`config.mk`:
```
export PLATFORM = sky130hd
export DESIGN_NAME = ram_port_arbiter
export DESIGN_NICKNAME = d
export VERILOG_FILES = /design/src/rtl/ram_arb_pkg.sv /design/src/rtl/arb_streak_counter.sv /design/src/rtl/ram_port_arbiter.sv
export SDC_FILE = /design/constraint.sdc
export NUM_CORES = 1
export LEC_CHECK = 0
export CAP_MARGIN = 30
export CORE_UTILIZATION = 25
export DETAILED_ROUTE_END_ITERATION = 7
export RECOVER_POWER = 50
export SYNTH_ARGS = -nofsm -noshare
export SYNTH_HDL_FRONTEND = slang
export SYNTH_SLANG_ARGS = --single-unit
```
`constraint.sdc`:
```
create_clock -name clk -period 2 [get_ports clk]
set_input_delay 0.2 -clock clk [delete_from_list [all_inputs] [get_ports clk]]
set_output_delay 0.2 -clock clk [all_outputs]
set_load 0.005 [all_outputs]
```
`src/rtl/ram_arb_pkg.sv`:
```
// Shared types and constants for the data-RAM port arbiter.
// Owner encoding records which requester receives ram_rd on the next cycle.
package ram_arb_pkg;

  localparam int ADDR_W_DEF = 16;
  localparam int DATA_W_DEF = 32;

  typedef enum logic [1:0] {
    OWN_NONE = 2'd0,
    OWN_CPU  = 2'd1,
    OWN_VGA  = 2'd2
  } owner_t;

  // Width of a counter that must represent 0..max inclusive.
  function automatic int streak_w(input int max);
    return $clog2(max + 1);
  endfunction

endpackage

```
`src/rtl/arb_streak_counter.sv`:
```
// Saturating count of consecutive VGA grants suffered by a waiting CPU request.
// Clear has priority over increment; the count never wraps past MAX.
module arb_streak_counter
  import ram_arb_pkg::*;
#(
  parameter int MAX = 4,
  parameter int W   = streak_w(MAX)
) (
  input  logic clk,
  input  logic rst_n,
  input  logic inc_i,
  input  logic clr_i,
  output logic at_max_o
);

  localparam logic [W-1:0] MaxVal = W'(MAX);

  logic [W-1:0] cnt_q, cnt_d;

  // NOTE: every variable assigned in a combinational block gets a default first, so no latch is inferred.
  always_comb begin
    cnt_d = cnt_q;
    if (clr_i) begin
      cnt_d = '0;
    end else if (inc_i && (cnt_q != MaxVal)) begin
      cnt_d = cnt_q + 1'b1;
    end
  end

  // NOTE: state registers use non-blocking assignment so every flop samples pre-edge values.
  always_ff @(posedge clk or negedge rst_n) begin
    if (!rst_n) begin
      cnt_q <= '0;
    end else begin
      cnt_q <= cnt_d;
    end
  end

  assign at_max_o = (cnt_q == MaxVal);

endmodule

```
`src/rtl/ram_port_arbiter.sv`:
```
// Single-port data RAM shared between the CPU load/store port and the VGA reader.
// VGA is favoured, but a waiting CPU wins after VGA_STREAK_MAX consecutive VGA grants.
module ram_port_arbiter
  import ram_arb_pkg::*;
#(
  parameter int ADDR_W         = ADDR_W_DEF,
  parameter int DATA_W         = DATA_W_DEF,
  parameter int VGA_STREAK_MAX = 4
) (
  input  logic              clk,
  input  logic              rst,
  input  logic              cpu_req,
  input  logic              cpu_we,
  input  logic [ADDR_W-1:0] cpu_addr,
  input  logic [DATA_W-1:0] cpu_wd,
  output logic              cpu_gnt,
  output logic              cpu_rvalid,
  output logic [DATA_W-1:0] cpu_rd,
  output logic              cpu_stall,
  input  logic              vga_req,
  input  logic [ADDR_W-1:0] vga_addr,
  output logic              vga_gnt,
  output logic              vga_rvalid,
  output logic [DATA_W-1:0] vga_rd,
  output logic [ADDR_W-1:0] ram_addr,
  output logic [DATA_W-1:0] ram_wd,
  output logic              ram_we,
  input  logic [DATA_W-1:0] ram_rd
);

  logic              at_max;
  logic              cpu_win, vga_win;
  owner_t            owner_q;
  logic [ADDR_W-1:0] addr_q;
  logic [DATA_W-1:0] wd_q;

  // Grants are forced low while reset is asserted, independent of the clock.
  always_comb begin
    cpu_win = 1'b0;
    vga_win = 1'b0;
    if (rst) begin
      cpu_win = cpu_req & (~vga_req | at_max);
      vga_win = vga_req & ~cpu_win;
    end
  end

  assign cpu_gnt   = cpu_win;
  assign vga_gnt   = vga_win;
  assign cpu_stall = cpu_req & ~cpu_win;
  assign ram_we    = cpu_win & cpu_we;
  assign ram_addr  = cpu_win ? cpu_addr : (vga_win ? vga_addr : addr_q);
  assign ram_wd    = cpu_win ? cpu_wd : wd_q;

  arb_streak_counter #(
    .MAX (VGA_STREAK_MAX)
  ) u_streak (
    .clk      (clk),
    .rst_n    (rst),
    .inc_i    (vga_win & cpu_req),
    .clr_i    (cpu_win | ~cpu_req),
    .at_max_o (at_max)
  );

  // Owner FSM plus the held RAM address/data used when nobody is granted.
  always_ff @(posedge clk or negedge rst) begin
    if (!rst) begin
      owner_q <= OWN_NONE;
      addr_q  <= '0;
      wd_q    <= '0;
    end else begin
      addr_q <= ram_addr;
      wd_q   <= ram_wd;
      if (cpu_win) begin
        owner_q <= cpu_we ? OWN_NONE : OWN_CPU;
      end else if (vga_win) begin
        owner_q <= OWN_VGA;
      end else begin
        owner_q <= OWN_NONE;
      end
    end
  end

  assign cpu_rvalid = (owner_q == OWN_CPU);
  assign vga_rvalid = (owner_q == OWN_VGA);
  assign cpu_rd     = ram_rd;
  assign vga_rd     = ram_rd;

endmodule

```
Word level (Yosys, flattened, before mapping)

Index checks and enable logic that the tools add are counted.

Add/sub/neg operators: 1
Reduce and logical (&&, ||, !) cells: 2
Eq/ne operators: 4
Muxes and demuxes: 10
Bitwise operators: 11

Operators by type and width:

| cell                  | number |
|---|---|
| $mux W16              | 2 |
| $mux W32              | 1 |
| $mux W3               | 2 |
| $and A1 B1 Y1         | 5 |
| $mux W2               | 2 |
| $not A1 Y1            | 4 |
| $add A3 B1 Y3 const B | 1 |
| $eq A3 B3 Y1 const B  | 1 |
| $mux W1               | 3 |
| $ne A3 B3 Y1 const B  | 1 |
| $eq A2 B1 Y1 const B  | 1 |
| $eq A2 B2 Y1 const B  | 1 |
| $or A1 B1 Y1          | 2 |
| $reduce_bool A2 Y1    | 1 |
| $logic_and A1 B1 Y1   | 1 |

Output and inout port bits: 118
Register bits after elaboration: 53
Word-level logic and storage cells: 32
Bits of input ports: 101

Logic depth before layout (Yosys ltp)

Depth in word-level cells: 10
Depth in mapped cells: 7
Mapped depth without buffers: 5

Modules after synthesis

From an unflattened synthesis, not the netlist that was laid out.

Cells, all modules: 255
Area, all modules: 2,916.5 um2

Modules (own cells, without submodules):

| module             | cells an instance | area an instance (um2) | times used | sequential area each (um2) |
|---|---|---|---|---|
| ram_port_arbiter   | 237               | 2,718.9                | 1          | 1,251.2 |
| arb_streak_counter | 18                | 197.7                  | 1          | 75.1 |

Least setup slack after synthesis

OpenSTA, ideal clock, no wires.

Path type: flip-flop to output port
Start point: register u_streak.cnt_q[0]
End point: output port ram_addr[4]
Stages on the path, launching flop included: 7
Required time: 1.800 ns
Path buffers: 1
Slack: 0.308 ns
Arrival: 1.492 ns
Cell sequence: dfrtp_1 > inv_1 > ha_1 > a21boi_4 > nor2_4 > buf_6 > a221o_1

Word-level cells in the longest chain between the ends: 8
Elaborated cells between the ends (all ways): 9
Classes of those cells: 1 x eq/ne; 4 x mux; 4 x bitwise

Ends and longest elaborated chain:

| item                     | line                     | source |
|---|---|---|
| start: declaration       | arb_streak_counter.sv:18 | `logic [W-1:0] cnt_q, cnt_d;` |
| start signal: assignment | arb_streak_counter.sv:35 | `cnt_q <= cnt_d;` |
| $eq A3 B3 Y1 *           | arb_streak_counter.sv:39 | `assign at_max_o = (cnt_q == MaxVal);` |
| $or A1 B1 Y1 *           | ram_port_arbiter.sv:42   | `cpu_win = cpu_req & (~vga_req \| at_max);` |
| $and A1 B1 Y1 *          | ram_port_arbiter.sv:42   |  |
| $not A1 Y1               | ram_port_arbiter.sv:43   | `vga_win = vga_req & ~cpu_win;` |
| $and A1 B1 Y1            | ram_port_arbiter.sv:43   |  |
| $mux W1                  | ram_port_arbiter.sv:41   | `if (rst) begin` |
| $mux W16                 | ram_port_arbiter.sv:51   | `assign ram_addr = cpu_win ? cpu_addr : (vga_win ? vga_addr : addr_q);` |
| $mux W16 *               | ram_port_arbiter.sv:51   |  |
| end: declaration         | ram_port_arbiter.sv:25   | `output logic [ADDR_W-1:0] ram_addr,` |

Mark *: on every way between the ends. The rest lies on a longest branch, timed or not.

Worst setup path after layout

Start point: register u_streak.cnt_q[0]
End point: output port ram_wd[0]

Word-level cells in the longest chain between the ends: 5

Ends and longest elaborated chain:

| item             | line                     | source |
|---|---|---|
| $eq A3 B3 Y1     | arb_streak_counter.sv:39 |  |
| $or A1 B1 Y1     | ram_port_arbiter.sv:42   |  |
| $and A1 B1 Y1    | ram_port_arbiter.sv:42   |  |
| $mux W1          | ram_port_arbiter.sv:41   |  |
| $mux W32         | ram_port_arbiter.sv:52   | `assign ram_wd = cpu_win ? cpu_wd : wd_q;` |
| end: declaration | ram_port_arbiter.sv:26   | `output logic [DATA_W-1:0] ram_wd,` |

Every way passes these cells.

==> qor.yml <==
setup_path:
  slowest_stage_delay_on_critical_path_ps: 370
  worst_setup_path_end_kind: "output port"
  r2r_slack_ps: 100
  cell_depth_of_the_worst_flop_to_flop_path: 10
  kind_of_cell_adding_the_most_delay_to_the_critical_path: "buffers and inverters"
  critical_path_buf_inv_count: 5
  crit_fanout: 5
  timing.critical_path.cells: "inv_2 > ha_4 > a21boi_4 > nor2_4 > buf_6 > buf_12 > buf_16 > mux2_4 > buf_6"
  critical_path.reg2reg.startpoint: "u_streak.cnt_q[0]"
  slowest_cell_on_the_critical_path: "dfrtp_1"
  crit_path_start_kind: "register"
  cp.arrival_ps: 1940
  critical-path-top-cell-by-count: "buf_6"
  critPathKind: "register to output port"
  reg2reg_to: "addr_q[4]"
  cp_data_required_time_ps: 1800
finish:
  most-common-layout-cells: "clkdlybuf4s50_1, dfrtp_1, buf_4"
  seq_area_um2: 1330
  drive_above_1_share: 0.490
  final_common_cell: "clkdlybuf4s50_1"
  multi_input_gate_area_um2: 1190
  layout.filler_cells: 990
  fin_area_um2: 4620
  n_antenna_cell: 0
  number_of_nets_at_the_end_of_the_flow: 451
  flow.area_growth_from_synthesis_pct: 67.6
drt:
  route.detailed.wl_per_inst_um: 16.3
  detail_route.iter0.violations: 69
  routed_wl_mm: 7.91
  viasPerCell: 4.35
  route.vias.total: 2111
  firstDrtPassIters: 4
  ant_nets: 0
  drt_drc_violations_left: 0
hold_path:
  type_of_the_tightest_min_delay_check: "primary input to output port"
  hold_depth: 0
  min_delay_worst_endpoint: "cpu_rd[7]"
  hold_path.startpoint: "ram_rd[7]"
placement:
  place.gp.congestion: 0.752
  post-dp-hpwl_mm: 5.17
  detailed_place.area_um2: 3810
  buffer_ports.inserted: 122
logic_synthesis:
  synth.ff_latch_count: 53
  yosysSeqAreaShare: 0.481
  post_synth_num_cell_types: 26
  synthesis.area_um2: 2760
  cells_taking_the_most_area_after_synthesis: "dfrtp_1, buf_4, mux2_2"
  postSynthNetCount: 339
  synth_top_cell_by_area: "dfrtp_1"
  synth_ff_type: "dfrtp_1"
  postSynth.asyncResetShare: 1.00
  synthCells: 236
  yosys_warnings: 0
  post-synth-top-area-fraction: 0.481
  synth_enable_flop_cells: 0
  synth_area_per_cell_um2: 11.7
timing:
  post-route-worst-setup-slack_ps: -137
  finalHoldViolations: 0
  skew_ps: 4.49
  headroom_to_the_max_slew_limit: 0.226
  fin_setup_tns_ps: -4100
  final_min_period_over_clock_period: 1.07
  achievable-frequency_ghz: 0.468
  rsz0062_at_grt: "yes"
  report.final.slew_viol_count: 0
  setup_viol: 49
  worst-slew-pin-transition_ps: 1160
  fin_crit_ps: 2140
power_and_ir_drop:
  power_switching_uw: 806
  pwr-share-clk: 0.233
  power.ir.vdd_worst_mv: 0.309
  cellInternalPower_mw: 2.38
  leakage_nw: 2.01
  combinationalPowerShare: 0.362
  switching_share: 0.253
  power_frac_seq: 0.405
  cellPowerDensity_nw_per_um2: 690
clocking:
  tritoncts: "built"
  clkLatencyLatePin_ps: 300
  cts_max_level: 2
  clock_tree.buffer_depth: 2
  clockRootBuffer: "clkbuf_8"
  clock-sinks: 53
  cts.clk_slew.worst_paths_ps: 90
  tritoncts.num_buffers: 5
global_route:
  grt_max_degree: 47
  grt.total_usage: 0.138
  wire_length_of_the_first_global_routing_pass_mm: 12.1
  grt_pass1_vias: 2283
  grt_antenna_before_repair: 0
  global_route.overflow_total: 0
status:
  failed_checks: "negative setup slack"
  status: "finished with violations"
floorplanning:
  fp.dieW_um: 107
  die_ar_um2: 11500
  io-pin-count: 219
  floorplan.initialDensity: 0.262
  coreArea_um2: 10500
  row_count: 37
  die_y_um: 107
job:
  max_cap_viol_count: 0
-- repair_timing --
action,4_1_cts,5_1_grt
gates cloned,5,0
hold buffers,1,0
setup endpoints to repair,52,52
endpoints found under the hold margin,7,0
buffers inserted,27,5
gates resized for setup,299,17
pin swaps,13,4
-- worst register-to-register path, stage by stage, from the launching register on --
cell      delay (ps)
dfrtp_1          370
inv_2             60
ha_4             170
a21boi_4         160
nor2_4            60
buf_4            140
buf_12           130
a221o_1          350
buf_4            130
buf_4            120
buf_4            120
-- power by group through the flow --
stage | Clock, mW | Sequential, mW | Combinational [mW]
2_1_floorplan | 0 | 1.29 | 0.400
3_3_place_gp | 0 | 1.30 | 0.886
3_5_place_dp | 0 | 1.31 | 0.895
4_1_cts | 0.775 | 1.29 | 1.13
5_1_grt | 0.804 | 1.31 | 1.24
6_report | 0.742 | 1.29 | 1.15
-- cell usage after synthesis (2+ instances only) --
library cell,number
o2bb2ai_1,14
and2_1,4
nor2b_1,3
mux2_2,32
o22ai_1,14
buf_4,66
ha_1,2
nor2_1,2
inv_1,3
dfrtp_1,53
nand3_1,2
buf_6,4
a221o_1,2
o21ai_0,2
nor3_1,15
buf_2,2
clkbuf_1,3
a21boi_0,3
nand2_1,3
-- flip-flops by register name (all words and copies together), names as in the netlist --
signal	cells
u_streak.cnt_q	3
addr_q	16
owner_q	2
wd_q	32
-- cell type report --
cell class	count	share of cell area
Clock buffer	6	0.0157
Timing Repair Buffer	181	0.392
Inverter	3	0.00244
Tap cell	136	0.0368
Sequential cell	53	0.287
Clock inverter	2	0.00839
Multi-Input combinational cell	104	0.258
-- routing by layer --
layer  GRT usage  share of wire
met1       0.161           0.40
met4      0.0548          0.018
met2       0.238           0.50
met3      0.0389          0.078
met5           0              0
-- worst max path at each step --
stage          slack, ps  cells after the start            to               from
5_1_grt             -210                      9     ram_wd[0]  u_streak.cnt_q[0]
3_3_place_gp        -320                      7  ram_addr[13]            cpu_req
4_1_cts             -160                      9   ram_addr[5]  u_streak.cnt_q[0]
2_1_floorplan        310                      6   ram_addr[4]  u_streak.cnt_q[0]
6_report            -140                      9     ram_wd[0]  u_streak.cnt_q[0]
3_5_place_dp        -320                      7  ram_addr[13]            cpu_req
-- per-stage QoR --
step | setup WS (ps) | power, mW | hold WS [ps] | std cells | utilization
floorplan | 308 | 1.69 | -95.6 | 236 | -
CTS | -158 | 3.19 | 108 | 482 | 0.428
finish | -137 | 3.19 | 400 | 485 | 0.440
global placement | -315 | 2.18 | 245 | 442 | 0.362
detailed placement | -322 | 2.20 | 236 | 442 | 0.362
global route | -208 | 3.36 | 400 | 485 | 0.440
-- logic make-up (layout without fill, tap and decap cells) --
logic type	count (synthesis)	in the layout	synth area share
DFF	53	53	0.481
AOI/OAI and AO/OA	36	36	0.102
adders and majority gates	2	2	0.00907
muxes	32	32	0.131
buffers and inverters	79	192	0.210
and+or+nand+nor	34	34	0.0676
No activity file was read; power rests on OpenSTA's default activity.
